==> config.mk <==
export PLATFORM = sky130hd
export DESIGN_NAME = patch_dump_sequencer
export DESIGN_NICKNAME = d
export VERILOG_FILES = /design/src/rtl/patch_dump_pkg.sv /design/src/rtl/patch_dump_sequencer_addr_gen.sv /design/src/rtl/patch_dump_sequencer.sv
export SDC_FILE = /design/constraint.sdc
export NUM_CORES = 1
export LEC_CHECK = 0
export ABC_AREA = 1
export BUFFER_PORTS_ARGS = -buffer_cell sky130_fd_sc_hd__buf_2
export CORE_UTILIZATION = 35
export DETAILED_ROUTE_END_ITERATION = 7
export HOLD_SLACK_MARGIN = 0.06
export PLACE_DENSITY_LB_ADDON = 0.25
export SLEW_MARGIN = 20
export SYNTH_ARGS = -nofsm -noshare
export SYNTH_HDL_FRONTEND = slang
export SYNTH_SLANG_ARGS = --single-unit
==> constraint.sdc <==
create_clock -name data_clk -period 2.3 [get_ports data_clk]
set_clock_uncertainty 0.2 [all_clocks]
set_input_delay 0.115 -clock data_clk [delete_from_list [all_inputs] [get_ports data_clk]]
set_output_delay 0.115 -clock data_clk [all_outputs]
set_load 0.005 [all_outputs]
==> src/rtl/patch_dump_pkg.sv <==
// Shared types and constants for the SysEx patch dump sequencer.
// Imported by the address generator and the top-level sequencer.
package patch_dump_pkg;

  typedef enum logic [3:0] {
    IDLE, HDR0, HDR1, RD, WT, CAP, SEND, CSUM, EOX
  } state_e;

  // Encoding doubles as the bit position of the section in the one-hot select.
  typedef enum logic [1:0] {
    SEC_COM = 2'd0,
    SEC_OSC = 2'd1,
    SEC_M1  = 2'd2,
    SEC_M2  = 2'd3
  } section_e;

  localparam logic [7:0] SYX_START = 8'hF0;
  localparam logic [7:0] SYX_END   = 8'hF7;
  localparam int unsigned OSC_REGS = 6;

  function automatic logic [3:0] osc_offset(input logic [2:0] k);
    case (k)
      3'd0:    osc_offset = 4'd2;
      3'd1:    osc_offset = 4'd3;
      3'd2:    osc_offset = 4'd4;
      3'd3:    osc_offset = 4'd7;
      3'd4:    osc_offset = 4'd10;
      3'd5:    osc_offset = 4'd11;
      default: osc_offset = 4'd2;
    endcase
  endfunction

  function automatic int unsigned dump_len(input int unsigned v_osc);
    return 32'd21 + 32'd38 * v_osc;
  endfunction

endpackage

==> src/rtl/patch_dump_sequencer_addr_gen.sv <==
// Section/index counters that walk every dumped register address.
// The FSM clears it at the start of a dump and steps it once per byte.
module dump_addr_gen
  import patch_dump_pkg::*;
#(
  parameter int unsigned V_OSC = 4
) (
  input  logic       data_clk,
  input  logic       reset_data_N,
  input  logic       clear_i,
  input  logic       step_i,
  output logic [6:0] adr_o,
  output logic [3:0] sel_o,
  output logic       last_o
);

  localparam logic [6:0] COM_LAST = 7'd16;
  localparam logic [6:0] MAT_LAST = 7'(16 * V_OSC - 1);
  localparam logic [2:0] OSC_LAST = 3'(V_OSC - 1);
  localparam logic [2:0] OFS_LAST = 3'(OSC_REGS - 1);

  section_e   sec_q, sec_d;
  logic [6:0] idx_q, idx_d;
  logic [2:0] osc_q, osc_d;
  logic [2:0] ofs_q, ofs_d;

  // Counter registers.
  always_ff @(posedge data_clk or negedge reset_data_N) begin
    if (!reset_data_N) begin
      sec_q <= SEC_COM;
      idx_q <= 7'd0;
      osc_q <= 3'd0;
      ofs_q <= 3'd0;
    end else begin
      sec_q <= sec_d;
      idx_q <= idx_d;
      osc_q <= osc_d;
      ofs_q <= ofs_d;
    end
  end

  // Advance through COM, then each oscillator's offsets, then both matrices.
  always_comb begin
    sec_d = sec_q;
    idx_d = idx_q;
    osc_d = osc_q;
    ofs_d = ofs_q;
    if (clear_i) begin
      sec_d = SEC_COM;
      idx_d = 7'd0;
      osc_d = 3'd0;
      ofs_d = 3'd0;
    end else if (step_i) begin
      case (sec_q)
        SEC_COM: begin
          if (idx_q == COM_LAST) begin
            sec_d = SEC_OSC;
            idx_d = 7'd0;
          end else begin
            idx_d = idx_q + 7'd1;
          end
        end
        SEC_OSC: begin
          if (ofs_q == OFS_LAST) begin
            ofs_d = 3'd0;
            if (osc_q == OSC_LAST) begin
              osc_d = 3'd0;
              sec_d = SEC_M1;
            end else begin
              osc_d = osc_q + 3'd1;
            end
          end else begin
            ofs_d = ofs_q + 3'd1;
          end
        end
        SEC_M1: begin
          if (idx_q == MAT_LAST) begin
            sec_d = SEC_M2;
            idx_d = 7'd0;
          end else begin
            idx_d = idx_q + 7'd1;
          end
        end
        SEC_M2: begin
          if (idx_q == MAT_LAST) begin
            idx_d = idx_q;
          end else begin
            idx_d = idx_q + 7'd1;
          end
        end
        default: begin
          sec_d = SEC_COM;
          idx_d = 7'd0;
        end
      endcase
    end else begin
      sec_d = sec_q;
    end
  end

  // Matrix index is already 16*i + j; an oscillator's base is osc*16.
  always_comb begin
    case (sec_q)
      SEC_COM: adr_o = (idx_q == 7'd0) ? 7'd1 : (idx_q + 7'd15);
      SEC_OSC: adr_o = {osc_q, osc_offset(ofs_q)};
      SEC_M1:  adr_o = idx_q;
      SEC_M2:  adr_o = idx_q;
      default: adr_o = 7'd0;
    endcase
  end

  assign sel_o  = 4'b0001 << sec_q;
  assign last_o = (sec_q == SEC_M2) && (idx_q == MAT_LAST);

endmodule

==> src/rtl/patch_dump_sequencer.sv <==
// Reads the mixer register bank over the shared bus and frames it as a SysEx
// patch dump; decoder accesses pass through to the bank whenever no dump runs.
module patch_dump_sequencer
  import patch_dump_pkg::*;
#(
  parameter int unsigned V_OSC    = 4,
  parameter logic [7:0]  SYSEX_ID = 8'h7D
) (
  input  logic       data_clk,
  input  logic       reset_data_N,
  input  logic       dump_req,
  output logic       dump_busy,
  input  logic [6:0] dec_adr,
  input  logic       dec_write_n,
  input  logic       dec_osc_sel,
  input  logic       dec_com_sel,
  input  logic       dec_m1_sel,
  input  logic       dec_m2_sel,
  output logic       dec_stall,
  output logic [6:0] bank_adr,
  output logic       bank_write_n,
  output logic       bank_read,
  output logic       bank_osc_sel,
  output logic       bank_com_sel,
  output logic       bank_m1_sel,
  output logic       bank_m2_sel,
  output logic       patch_send,
  input  logic [7:0] bank_data,
  output logic [7:0] tx_data,
  output logic       tx_valid,
  input  logic       tx_ready
);

  state_e     state_q, state_d;
  logic [7:0] tx_data_q, tx_data_d;
  logic       tx_valid_q, tx_valid_d;
  logic [6:0] csum_q, csum_d;
  logic       gen_clear_s, gen_step_s, gen_last_s;
  logic       sel_en_s;
  logic [6:0] gen_adr_s;
  logic [3:0] gen_sel_s;

  dump_addr_gen #(.V_OSC(V_OSC)) u_addr_gen (
    .data_clk    (data_clk),
    .reset_data_N(reset_data_N),
    .clear_i     (gen_clear_s),
    .step_i      (gen_step_s),
    .adr_o       (gen_adr_s),
    .sel_o       (gen_sel_s),
    .last_o      (gen_last_s)
  );

  // State, output byte and checksum registers.
  always_ff @(posedge data_clk or negedge reset_data_N) begin
    if (!reset_data_N) begin
      state_q    <= IDLE;
      tx_data_q  <= 8'h00;
      tx_valid_q <= 1'b0;
      csum_q     <= 7'd0;
    end else begin
      state_q    <= state_d;
      tx_data_q  <= tx_data_d;
      tx_valid_q <= tx_valid_d;
      csum_q     <= csum_d;
    end
  end

  // Next state, byte loading and bank read strobes.
  always_comb begin
    state_d     = state_q;
    tx_data_d   = tx_data_q;
    tx_valid_d  = tx_valid_q;
    csum_d      = csum_q;
    gen_clear_s = 1'b0;
    gen_step_s  = 1'b0;
    bank_read   = 1'b0;
    patch_send  = 1'b0;
    sel_en_s    = 1'b0;
    case (state_q)
      IDLE: begin
        if (dump_req) begin
          state_d    = HDR0;
          tx_data_d  = SYX_START;
          tx_valid_d = 1'b1;
        end else begin
          state_d = IDLE;
        end
      end
      HDR0: begin
        csum_d      = 7'd0;
        gen_clear_s = 1'b1;
        if (tx_ready) begin
          state_d   = HDR1;
          tx_data_d = SYSEX_ID;
        end else begin
          state_d = HDR0;
        end
      end
      HDR1: begin
        if (tx_ready) begin
          state_d    = RD;
          tx_valid_d = 1'b0;
        end else begin
          state_d = HDR1;
        end
      end
      RD: begin
        bank_read  = 1'b1;
        patch_send = 1'b1;
        sel_en_s   = 1'b1;
        state_d    = WT;
      end
      WT: begin
        patch_send = 1'b1;
        sel_en_s   = 1'b1;
        state_d    = CAP;
      end
      CAP: begin
        patch_send = 1'b1;
        sel_en_s   = 1'b1;
        tx_data_d  = bank_data & 8'h7F;
        tx_valid_d = 1'b1;
        csum_d     = csum_q + tx_data_d[6:0];
        state_d    = SEND;
      end
      SEND: begin
        if (tx_ready) begin
          if (gen_last_s) begin
            state_d   = CSUM;
            tx_data_d = {1'b0, 7'd0 - csum_q};
          end else begin
            state_d    = RD;
            tx_valid_d = 1'b0;
            gen_step_s = 1'b1;
          end
        end else begin
          state_d = SEND;
        end
      end
      CSUM: begin
        if (tx_ready) begin
          state_d   = EOX;
          tx_data_d = SYX_END;
        end else begin
          state_d = CSUM;
        end
      end
      EOX: begin
        if (tx_ready) begin
          state_d    = IDLE;
          tx_valid_d = 1'b0;
        end else begin
          state_d = EOX;
        end
      end
      default: begin
        state_d    = IDLE;
        tx_valid_d = 1'b0;
      end
    endcase
  end

  // Bank bus mux: decoder in IDLE, address generator during a dump.
  always_comb begin
    bank_adr     = 7'd0;
    bank_write_n = 1'b1;
    bank_com_sel = 1'b0;
    bank_osc_sel = 1'b0;
    bank_m1_sel  = 1'b0;
    bank_m2_sel  = 1'b0;
    if (state_q == IDLE) begin
      if (reset_data_N) begin
        bank_adr     = dec_adr;
        bank_write_n = dec_write_n;
        bank_com_sel = dec_com_sel;
        bank_osc_sel = dec_osc_sel;
        bank_m1_sel  = dec_m1_sel;
        bank_m2_sel  = dec_m2_sel;
      end else begin
        bank_adr = 7'd0;
      end
    end else begin
      bank_adr     = gen_adr_s;
      bank_com_sel = sel_en_s & gen_sel_s[0];
      bank_osc_sel = sel_en_s & gen_sel_s[1];
      bank_m1_sel  = sel_en_s & gen_sel_s[2];
      bank_m2_sel  = sel_en_s & gen_sel_s[3];
    end
  end

  assign dump_busy = (state_q != IDLE);
  assign dec_stall = (state_q != IDLE);
  assign tx_data   = tx_data_q;
  assign tx_valid  = tx_valid_q;

endmodule
==> impl_metrics.json, run 1 <==
{
  "status": "completed",
  "nFillCells": 907,
  "antenna_found_initial": 0,
  "ant_nets": 0,
  "drv_cap": 0,
  "synth.top_cells.by_area": "dfrtp_1 (28%), nand2_1 (21%), nand3_1 (8.1%)",
  "wl_per_cell_microns": 12.7,
  "crit_path_max_fanout": 9,
  "hold_viol": 0,
  "dieArea_sq_mm": 0.00923,
  "powerDensity_mw_per_mm2": 1280,
  "track_usage": 0.191,
  "yosysWarnings": 0,
  "cp_common_cell": "nand2_1",
  "drt_iter0_markers": 133,
  "core-area_sq_mm": 0.00838,
  "synth_area_sq_mm": 0.00310,
  "synth_area_leader_cell": "dfrtp_1",
  "p_leak_uw": 0.00199,
  "grt_max_degree": 36,
  "required_ps": 1990,
  "root_buffer": "clkbuf_8",
  "synth_area_per_cell_sq_um": 6.45,
  "dp_hpwl_microns": 6410,
  "routed-via-count": 3190,
  "yosysSeqAreaShare": 0.283,
  "grt_overflow": 0,
  "cts_max_path_buffers": 2,
  "hold_path.class": "in -> reg",
  "setup_viol": 0,
  "drt-total-wl_microns": 8190,
  "async_flop_share": 1.00,
  "diodes": 0,
  "synth_common_cells": "nand2_1 (177), inv_1 (51), nand3_1 (50)",
  "rsz0062_at_grt": "false",
  "nets": 580,
  "die_height_microns": 96.1,
  "initial_core_util": 0.369,
  "ir_drop_uv": 431,
  "place_congestion": 0.873,
  "fin_ws_ps": 152,
  "yosys.cell_count.top_type": "nand2_1",
  "ios": 49,
  "crit_chain": "inv_1 -> ha_1 -> inv_1 -> nand2_1 -> nand2_1 -> nand2_1 -> nand2_1 -> buf_2",
  "max_slew_margin": 0.669,
  "synth_fp_nets": 522,
  "crit_type": "reg -> out",
  "areaGrowthSynthToFinish_pct": 19.0,
  "start_kind": "register",
  "synth_ff_type": "dfrtp_1",
  "tightest_slew_ps": 495,
  "clock-sinks": 35,
  "drcViolationCount": 0,
  "endpoint_kind": "output pin",
  "ys_types": 37,
  "grt_pass1_wl_microns": 13600,
  "insertion_delay_ps": 290,
  "vias_per_cell": 4.95,
  "finalMaxSlewViolations": 0,
  "arrival_ps": 1830,
  "place_ws_ps": 325,
  "drive_above_1_share": 0.197,
  "synth-seq-cells": 35,
  "slowest_stage": "dfrtp_1",
  "synth_top_area_share": 0.283,
  "cp_slowest_stage_delay_ps": 450,
  "fin_crit_ps": 2150,
  "first_pass_iters": 4,
  "fp-row-count": 33,
  "fmax_mhz": 465,
  "htree_levels": 2,
  "total_power_uw": 4700,
  "fin_tns_setup_ps": 0,
  "cts_buffers": 5,
  "clk_pin_slew_ps": 80,
  "cts_tree": "yes",
  "synth_cells": 480,
  "die_x_microns": 96.1,
  "grt_pass1_vias": 2981,
  "period_share": 0.934,
  "portBuffers": 47,
  "synth_edf_count": 0
}
what timing repair did:
| item | 4_1_cts | 5_1_grt |
|---|---|---|
| pin swaps | 0 | 2 |
| hold buffers | 8 | 0 |
| hold endpoints to repair | 44 | 0 |
| gates resized for setup | 1 | 10 |
| setup endpoints to repair | 1 | 11 |
| setup buffers | 0 | 3 |
state kept, by name (all words and copies together), names as in the netlist:
name / flops
u_addr_gen.ofs_q: 3
state_q: 4
u_addr_gen.osc_q: 3
u_addr_gen.idx_q: 7
tx_data: 8
tx_valid: 1
csum_q: 7
u_addr_gen.sec_q: 2
metrics by stage:
stage                     std cells  cell area [sq um]   util  hold WS [ps]
after global placement          625               3420  0.408          62.1
after CTS                       641               3640  0.434          69.2
after detailed placement        625               3420  0.408          59.6
after floorplan                 480               3100      -          -381
after global routing            644               3690  0.440           136
final                           644               3690  0.440          79.3
area by class of cell:
class,instances,area [sq um],share of cell area
Clock buffer,6,72.6,0.0197
Clock inverter,2,60.1,0.0163
Inverter,60,225,0.0611
Multi-Input combinational cell,374,1950,0.529
Sequential cell,35,880,0.239
Tap cell,105,131,0.0356
Timing Repair Buffer,62,368,0.0998
path summary, 6_finish.rpt:
check | end | slack [ps] | cells past startpoint | startpoint
max reg2reg | u_addr_gen.idx_q[0]$_DFFE_PN0P_ | 330 | 7 | u_addr_gen.idx_q[0]$_DFFE_PN0P_
min in group asynchronous | csum_q[0]$_DFFE_PN0P_ | 250 | 3 | reset_data_N
max | bank_adr[1] | 150 | 8 | u_addr_gen.sec_q[1]$_DFFE_PN0P_
min reg2reg | tx_data[0]$_DFFE_PN0P_ | 270 | 2 | tx_data[0]$_DFFE_PN0P_
max in group asynchronous | u_addr_gen.idx_q[0]$_DFFE_PN0P_ | 1280 | 3 | reset_data_N
min | tx_data[5]$_DFFE_PN0P_ | 80 | 7 | bank_data[5]
cells in the final DEF, fill, tap and decap left out, drive strengths merged, types with 3 or more instances in the layout:
master,n
clkbuf,6
inv,60
dlygate4sd3,8
nand2,187
ha,17
dfrtp,35
xnor2,3
xor2,3
nand3,55
a21oi,12
buf,54
o21ai,32
o22ai,4
nand4,7
nor2,37
a31oi,3
report_power, final:
group | internal [uW] | switching (uW) | leakage, uW
registers | 842 | 221 | 0.000451
clock network | 434 | 240 | 0.0000654
logic | 1080 | 1890 | 0.00147
per-layer routing:
metal / global-route usage / share of wire / vias to the layer above
li1: - / - / 1650
met2: 0.333 / 0.48 / 64
met4: 0.0535 / 0.015 / 0
met3: 0.0300 / 0.028 / 16
met5: 0 / 0 / -
met1: 0.242 / 0.47 / 1460
worst max-delay path, delay by kind of cell, from the launching register on:
kind	cells	cell delay [ps]
buffers and inverters	3	420
DFF	1	450
and+or+nand+nor	4	300
adders and majority gates	1	380
kinds of logic after synthesis:
kind of cell / after synthesis / share of synthesized area
xor+xnor: 6 / 0.0170
flops: 35 / 0.283
compound gates: 58 / 0.109
fa+ha+maj: 18 / 0.0752
buf+inv: 71 / 0.0958
simple gates: 292 / 0.420
No activity file was read; power rests on OpenSTA's default activity.
==> inputs of run 2 (changes only) <==
==> constraint.sdc (replaced) <==
create_clock -name data_clk -period 2.4 [get_ports data_clk]
set_clock_uncertainty 0.2 [all_clocks]
set_input_delay 0.12 -clock data_clk [delete_from_list [all_inputs] [get_ports data_clk]]
set_output_delay 0.12 -clock data_clk [all_outputs]
set_load 0.005 [all_outputs]
==> run 2 against run 1 <==
  * Flip-flop and latch count unchanged
  * Power shrank 5.2%
  * Combinational power is 6.7% lower
  * Worst hold slack worse by 17 ps
  * Cell count is 0.47% lower
  * Core utilization down 0.55 points
  * Register-to-register slack improved by 50 ps
  * First-iteration DRC count is 35% higher
  * Sequential power about the same
  * Die area is the same
==> impl_metrics.json, run 2 (same netlist as run 1, synthesis figures left out) <==
{
  "seq_power_share": 0.230,
  "drt-total-wl_microns": 8250,
  "ios": 49,
  "drcViolationCount": 0,
  "finalMaxSlewViolations": 0,
  "nFillCells": 883,
  "startpoint": "u_addr_gen.idx_q[2]$_DFFE_PN0P_",
  "status": "completed",
  "final_common_cell": "nand2_1",
  "track_usage": 0.187,
  "max_slew_margin": 0.683,
  "r2r-start": "csum_q[0]$_DFFE_PN0P_",
  "setup_viol": 0,
  "crit_type": "reg -> out",
  "diodes": 0,
  "required_ps": 2080,
  "first_pass_iters": 4,
  "fin_hold_ws_ps": 62.8,
  "arrival_ps": 1930,
  "endpoint_kind": "output pin",
  "p_int_uw": 2220,
  "period_share": 0.936,
  "drive_above_1_share": 0.183,
  "nets": 577,
  "fin_crit_ps": 2250,
  "clk_pin_slew_ps": 80,
  "areaGrowthSynthToFinish_pct": 17.5,
  "die_height_microns": 96.1,
  "start_kind": "register",
  "initial_core_util": 0.369,
  "total_power_uw": 4460,
  "grt_overflow": 0,
  "place_area_sq_mm": 0.00342,
  "min-delay-start": "bank_data[5]",
  "final_cell_mix": "nand2_1 (177), inv_1 (50), nand3_1 (50), buf_2 (47), dfrtp_1 (33)",
  "tightest_slew_ps": 474,
  "dp_hpwl_microns": 6470,
  "switchingPower_uw": 2240,
  "routed-via-count": 3172,
  "grt_max_degree": 36,
  "cts_buffers": 5,
  "fp-row-count": 33,
  "core-area_sq_mm": 0.00838,
  "antenna_found_initial": 0,
  "cts_setup_buffers": 0,
  "grt_pass1_vias": 2853,
  "place_congestion": 0.865,
  "fin_area_sq_mm": 0.00364,
  "vias_per_cell": 4.95,
  "power_frac_comb": 0.622,
  "wl_per_cell_microns": 12.9,
  "clock-sinks": 35,
  "dieArea_sq_mm": 0.00923,
  "fmax_mhz": 445,
  "die_x_microns": 96.1,
  "cts_max_path_buffers": 2,
  "p_leak_uw": 0.00198,
  "hold_viol": 0,
  "grt_pass1_wl_microns": 13300,
  "drv_cap": 0,
  "powerDensity_mw_per_mm2": 1220,
  "fin_tns_setup_ps": 0,
  "cts_tree": "yes",
  "htree_levels": 2,
  "hold_path.class": "in -> reg",
  "ant_nets": 0,
  "drt_iter0_markers": 179,
  "swShare": 0.503,
  "portBuffers": 47,
  "crit_path_max_fanout": 8,
  "largest_reg_flops": 8,
  "rsz0062_at_grt": "false",
  "root_buffer": "clkbuf_8",
  "ir_drop_uv": 414,
  "insertion_delay_ps": 300,
  "clkPwrFrac": 0.148
}
[run 2: cell count changes in the layout (fill, tap and decap cells not counted), sizes merged]
cell	change
buf	-3
[run 2: final timing paths]
check	to	slack (ps)	depth (start not counted)
max	bank_adr[1]	150	9
max reg2reg	csum_q[4]$_DFFE_PN0P_	380	9
min in group asynchronous	csum_q[0]$_DFFE_PN0P_	250	3
max in group asynchronous	u_addr_gen.idx_q[1]$_DFFE_PN0P_	1390	3
min	tx_data[5]$_DFFE_PN0P_	60	7
min reg2reg	tx_data[6]$_DFFE_PN0P_	270	2
[run 2: area by class of cell]
class                      instances  area (sq um)  area share
clock inverter                     2          60.1      0.0165
multi-input combinational        374          1930       0.529
sequential                        35           878       0.241
clock buffer                       6          72.6      0.0199
timing repair buffer              59           345      0.0949
tap                              105           131      0.0361
inverter                          60           225      0.0619
[run 2: stage by stage]
stage	util	instances	setup WS, ps
3_3_place_gp	0.408	625	413
6_report	0.434	641	154
3_5_place_dp	0.408	625	385
4_1_cts	0.434	641	64.5
5_1_grt	0.434	641	14.1
2_1_floorplan	-	480	610
[run 2: power groups by stage]
stage	Combinational [uW]	Sequential, uW	Clock [uW]
2_1_floorplan	2080	978	0
3_3_place_gp	2710	1020	0
3_5_place_dp	2760	1030	0
4_1_cts	2780	1020	675
5_1_grt	3180	1060	703
6_report	2770	1030	658
[run 2: repair_timing]
item	in CTS	in global routing
hold buffers	8	0
endpoints found under the hold margin	45	0
setup endpoints to repair	0	6
resized for setup	0	4
[run 2: per-layer routing]
| layer | global-route usage | share of wire |
|---|---|---|
| met5 | 0 | 0 |
| met4 | 0.0448 | 0.0096 |
| met3 | 0.0379 | 0.030 |
| met2 | 0.317 | 0.48 |
| met1 | 0.242 | 0.48 |
[run 2: worst max-delay path, cell delays in order, from the launching register on]
cell and delay, ps:
dfrtp_1 490, nor2_1 200, nand2_1 120, inv_1 100
nand4_1 210, nand3b_1 160, nand2_1 70, nand2_1 90
nand2_1 60, buf_2 120
==> inputs of run 3 (changes only) <==
--- a/config.mk
+++ b/config.mk
@@ -8,6 +8,7 @@
 export ABC_AREA = 1
 export BUFFER_PORTS_ARGS = -buffer_cell sky130_fd_sc_hd__buf_2
 export CORE_UTILIZATION = 35
+export CTS_BUF_LIST = sky130_fd_sc_hd__clkbuf_2
 export DETAILED_ROUTE_END_ITERATION = 7
 export HOLD_SLACK_MARGIN = 0.06
 export PLACE_DENSITY_LB_ADDON = 0.25
==> run 3 against run 2 <==
  * Global-route usage decreased by 0.23 points
  * Combinational power increased by 5%
  * Largest power group unchanged
  * Non-clock buffer count increased by 10
  * Critical endpoint unchanged
  * Highest routed layer unchanged
  * Cell count increased by 1.6%
  * Die area unchanged
  * First-iteration DRC count unchanged
  * Wire length increased by 0.73%
  * Count of clock-buffer cells in the layout unchanged
==> impl_metrics.json, run 3 (same netlist as run 1, synthesis figures left out) <==
{
  "grt_max_degree": 36,
  "htree_levels": 2,
  "finalMaxSlewViolations": 0,
  "period_share": 0.942,
  "met1_usage": 0.241,
  "core-area_sq_mm": 0.00838,
  "drcViolationCount": 0,
  "ant_nets": 0,
  "dieArea_sq_mm": 0.00923,
  "status": "completed",
  "die_height_microns": 96.1,
  "tightest_slew_ps": 471,
  "place_congestion": 0.865,
  "cp-endpoint": "bank_adr[1]",
  "cp_slowest_stage_delay_ps": 450,
  "drt_iter0_markers": 179,
  "antenna_found_initial": 0,
  "routed-via-count": 3238,
  "max_slew_margin": 0.686,
  "grt_pass1_wl_microns": 13200,
  "final_cell_mix": "nand2_1 (176), nand3_1 (50), inv_1 (47), buf_2 (47), dfrtp_1 (31)",
  "rsz0062_at_grt": "true",
  "ir_drop_uv": 410,
  "place_ws_ps": 385,
  "clk_pin_slew_ps": 220,
  "root_buffer": "clkbuf_2",
  "wl_per_cell_microns": 12.8,
  "start_kind": "register",
  "crit_type": "reg -> out",
  "cp_common_cell": "nand2_1",
  "total_power_uw": 4430,
  "stdcell_count": 651,
  "first_pass_iters": 4,
  "crit_family": "simple AND/OR/NAND/NOR gates",
  "dp_hpwl_microns": 6470,
  "cts_tree": "yes",
  "startpoint": "u_addr_gen.sec_q[0]$_DFFE_PN0P_",
  "endpoint_kind": "output pin",
  "numPlacedInstances": 625,
  "drive_above_1_share": 0.212,
  "cts_buffers": 5,
  "slowest_stage": "dfrtp_1",
  "vias_per_cell": 4.97,
  "arrival_ps": 1940,
  "largest_reg_flops": 8,
  "drt-total-wl_microns": 8310,
  "diodes": 0,
  "ios": 49,
  "hold_viol": 0,
  "r2r_slack_ps": 350,
  "p_leak_uw": 0.00201,
  "cp.buffers_inverters": 3,
  "fin_ws_ps": 140,
  "grt_pass1_vias": 2855,
  "reg2reg_to": "csum_q[4]$_DFFE_PN0P_",
  "powerDensity_mw_per_mm2": 1200,
  "grtUsageMet3": 0.0284,
  "fin_crit_ps": 2260,
  "areaGrowthSynthToFinish_pct": 19.5,
  "r2r-start": "csum_q[0]$_DFFE_PN0P_",
  "nets": 587,
  "rr_worst_depth": 9,
  "use_met2": 0.319,
  "track_usage": 0.185,
  "clock-sinks": 35,
  "fp-row-count": 33,
  "grt_overflow": 0,
  "portBuffers": 47,
  "grt_busiest_layer": "met2",
  "cp.depth": 11,
  "hold_path.class": "in -> async",
  "insertion_delay_ps": 390,
  "final_common_cell": "nand2_1",
  "cts_max_path_buffers": 2,
  "required_ps": 2080,
  "setup_viol": 0,
  "fmax_mhz": 442,
  "drv_cap": 0,
  "initial_core_util": 0.369,
  "crit_chain": "inv_1 -> ha_1 -> nor2_4 -> inv_2 -> nand2_1 -> nand2_1 -> nand2_1 -> nand2_1 -> nand2_1 -> nand2_1 -> buf_2",
  "crit_path_max_fanout": 8,
  "die_x_microns": 96.1
}
## run 3: cell types whose count changed in the layout (fill, tap and decap cells not counted), sizes merged
cell,previous run,this run
buf,51,59
dlygate4sd3,8,10
## run 3: worst min path at each step
stage,from,endpoint,slack (ps),cells past startpoint
floorplan,reset_data_N,csum_q[0]$_DFFE_PN0P_,-380,0
global placement,reset_data_N,tx_data[3]$_DFFE_PN0P_,70,2
detailed placement,reset_data_N,csum_q[0]$_DFFE_PN0P_,60,2
CTS,reset_data_N,csum_q[0]$_DFFE_PN0P_,150,3
global route,reset_data_N,csum_q[2]$_DFFE_PN0P_,140,3
finish,reset_data_N,csum_q[0]$_DFFE_PN0P_,120,3
## run 3: routing by layer
layer / vias to the layer above / share of wire
met4: 0 / 0.0097
met3: 6 / 0.038
li1: 1667 / -
met2: 74 / 0.48
met1: 1491 / 0.47
met5: - / 0
## run 3: final cells by class
cell class / instances / area, sq um
clock buffer: 6 / 30.0
multi-input combinational: 374 / 1950
fill: 882 / 4680
tap: 105 / 131
clock inverter: 2 / 60.1
inverter: 60 / 225
sequential: 35 / 881
timing repair buffer: 69 / 425
## run 3: worst reg2reg max path, cell delays in order (launching register included)
cell and delay (ps):
dfrtp_1 420, ha_1 230, inv_1 70, fa_1 390, nor2_1 200, nor2_1 70, o21bai_1 160, nand2_1 70
nand2_1 60, o22ai_1 70
## run 3: power breakdown
| group | switching (uW) | total [uW] | internal (uW) |
|---|---|---|---|
| combinational | 1830 | 2910 | 1080 |
| clock | 221 | 506 | 285 |
| sequential | 207 | 1010 | 805 |
## run 3: stage by stage
step,utilization,hold slack (ps),setup TNS (ps),area [sq um]
2_1_floorplan,-,-376,0,3100
3_3_place_gp,0.408,65.7,0,3420
3_5_place_dp,0.408,64.0,0,3420
4_1_cts,0.431,150,0,3610
5_1_grt,0.441,137,-89.4,3700
6_report,0.441,123,0,3700
## run 3: what timing repair did
action | 4_1_cts | 5_1_grt
endpoints found under the hold margin | 52 | 0
pin swaps | 0 | 2
setup endpoints to repair | 5 | 11
resized for setup | 1 | 14
setup buffers | 0 | 8
gates cloned | 0 | 0
hold buffers | 10 | 0
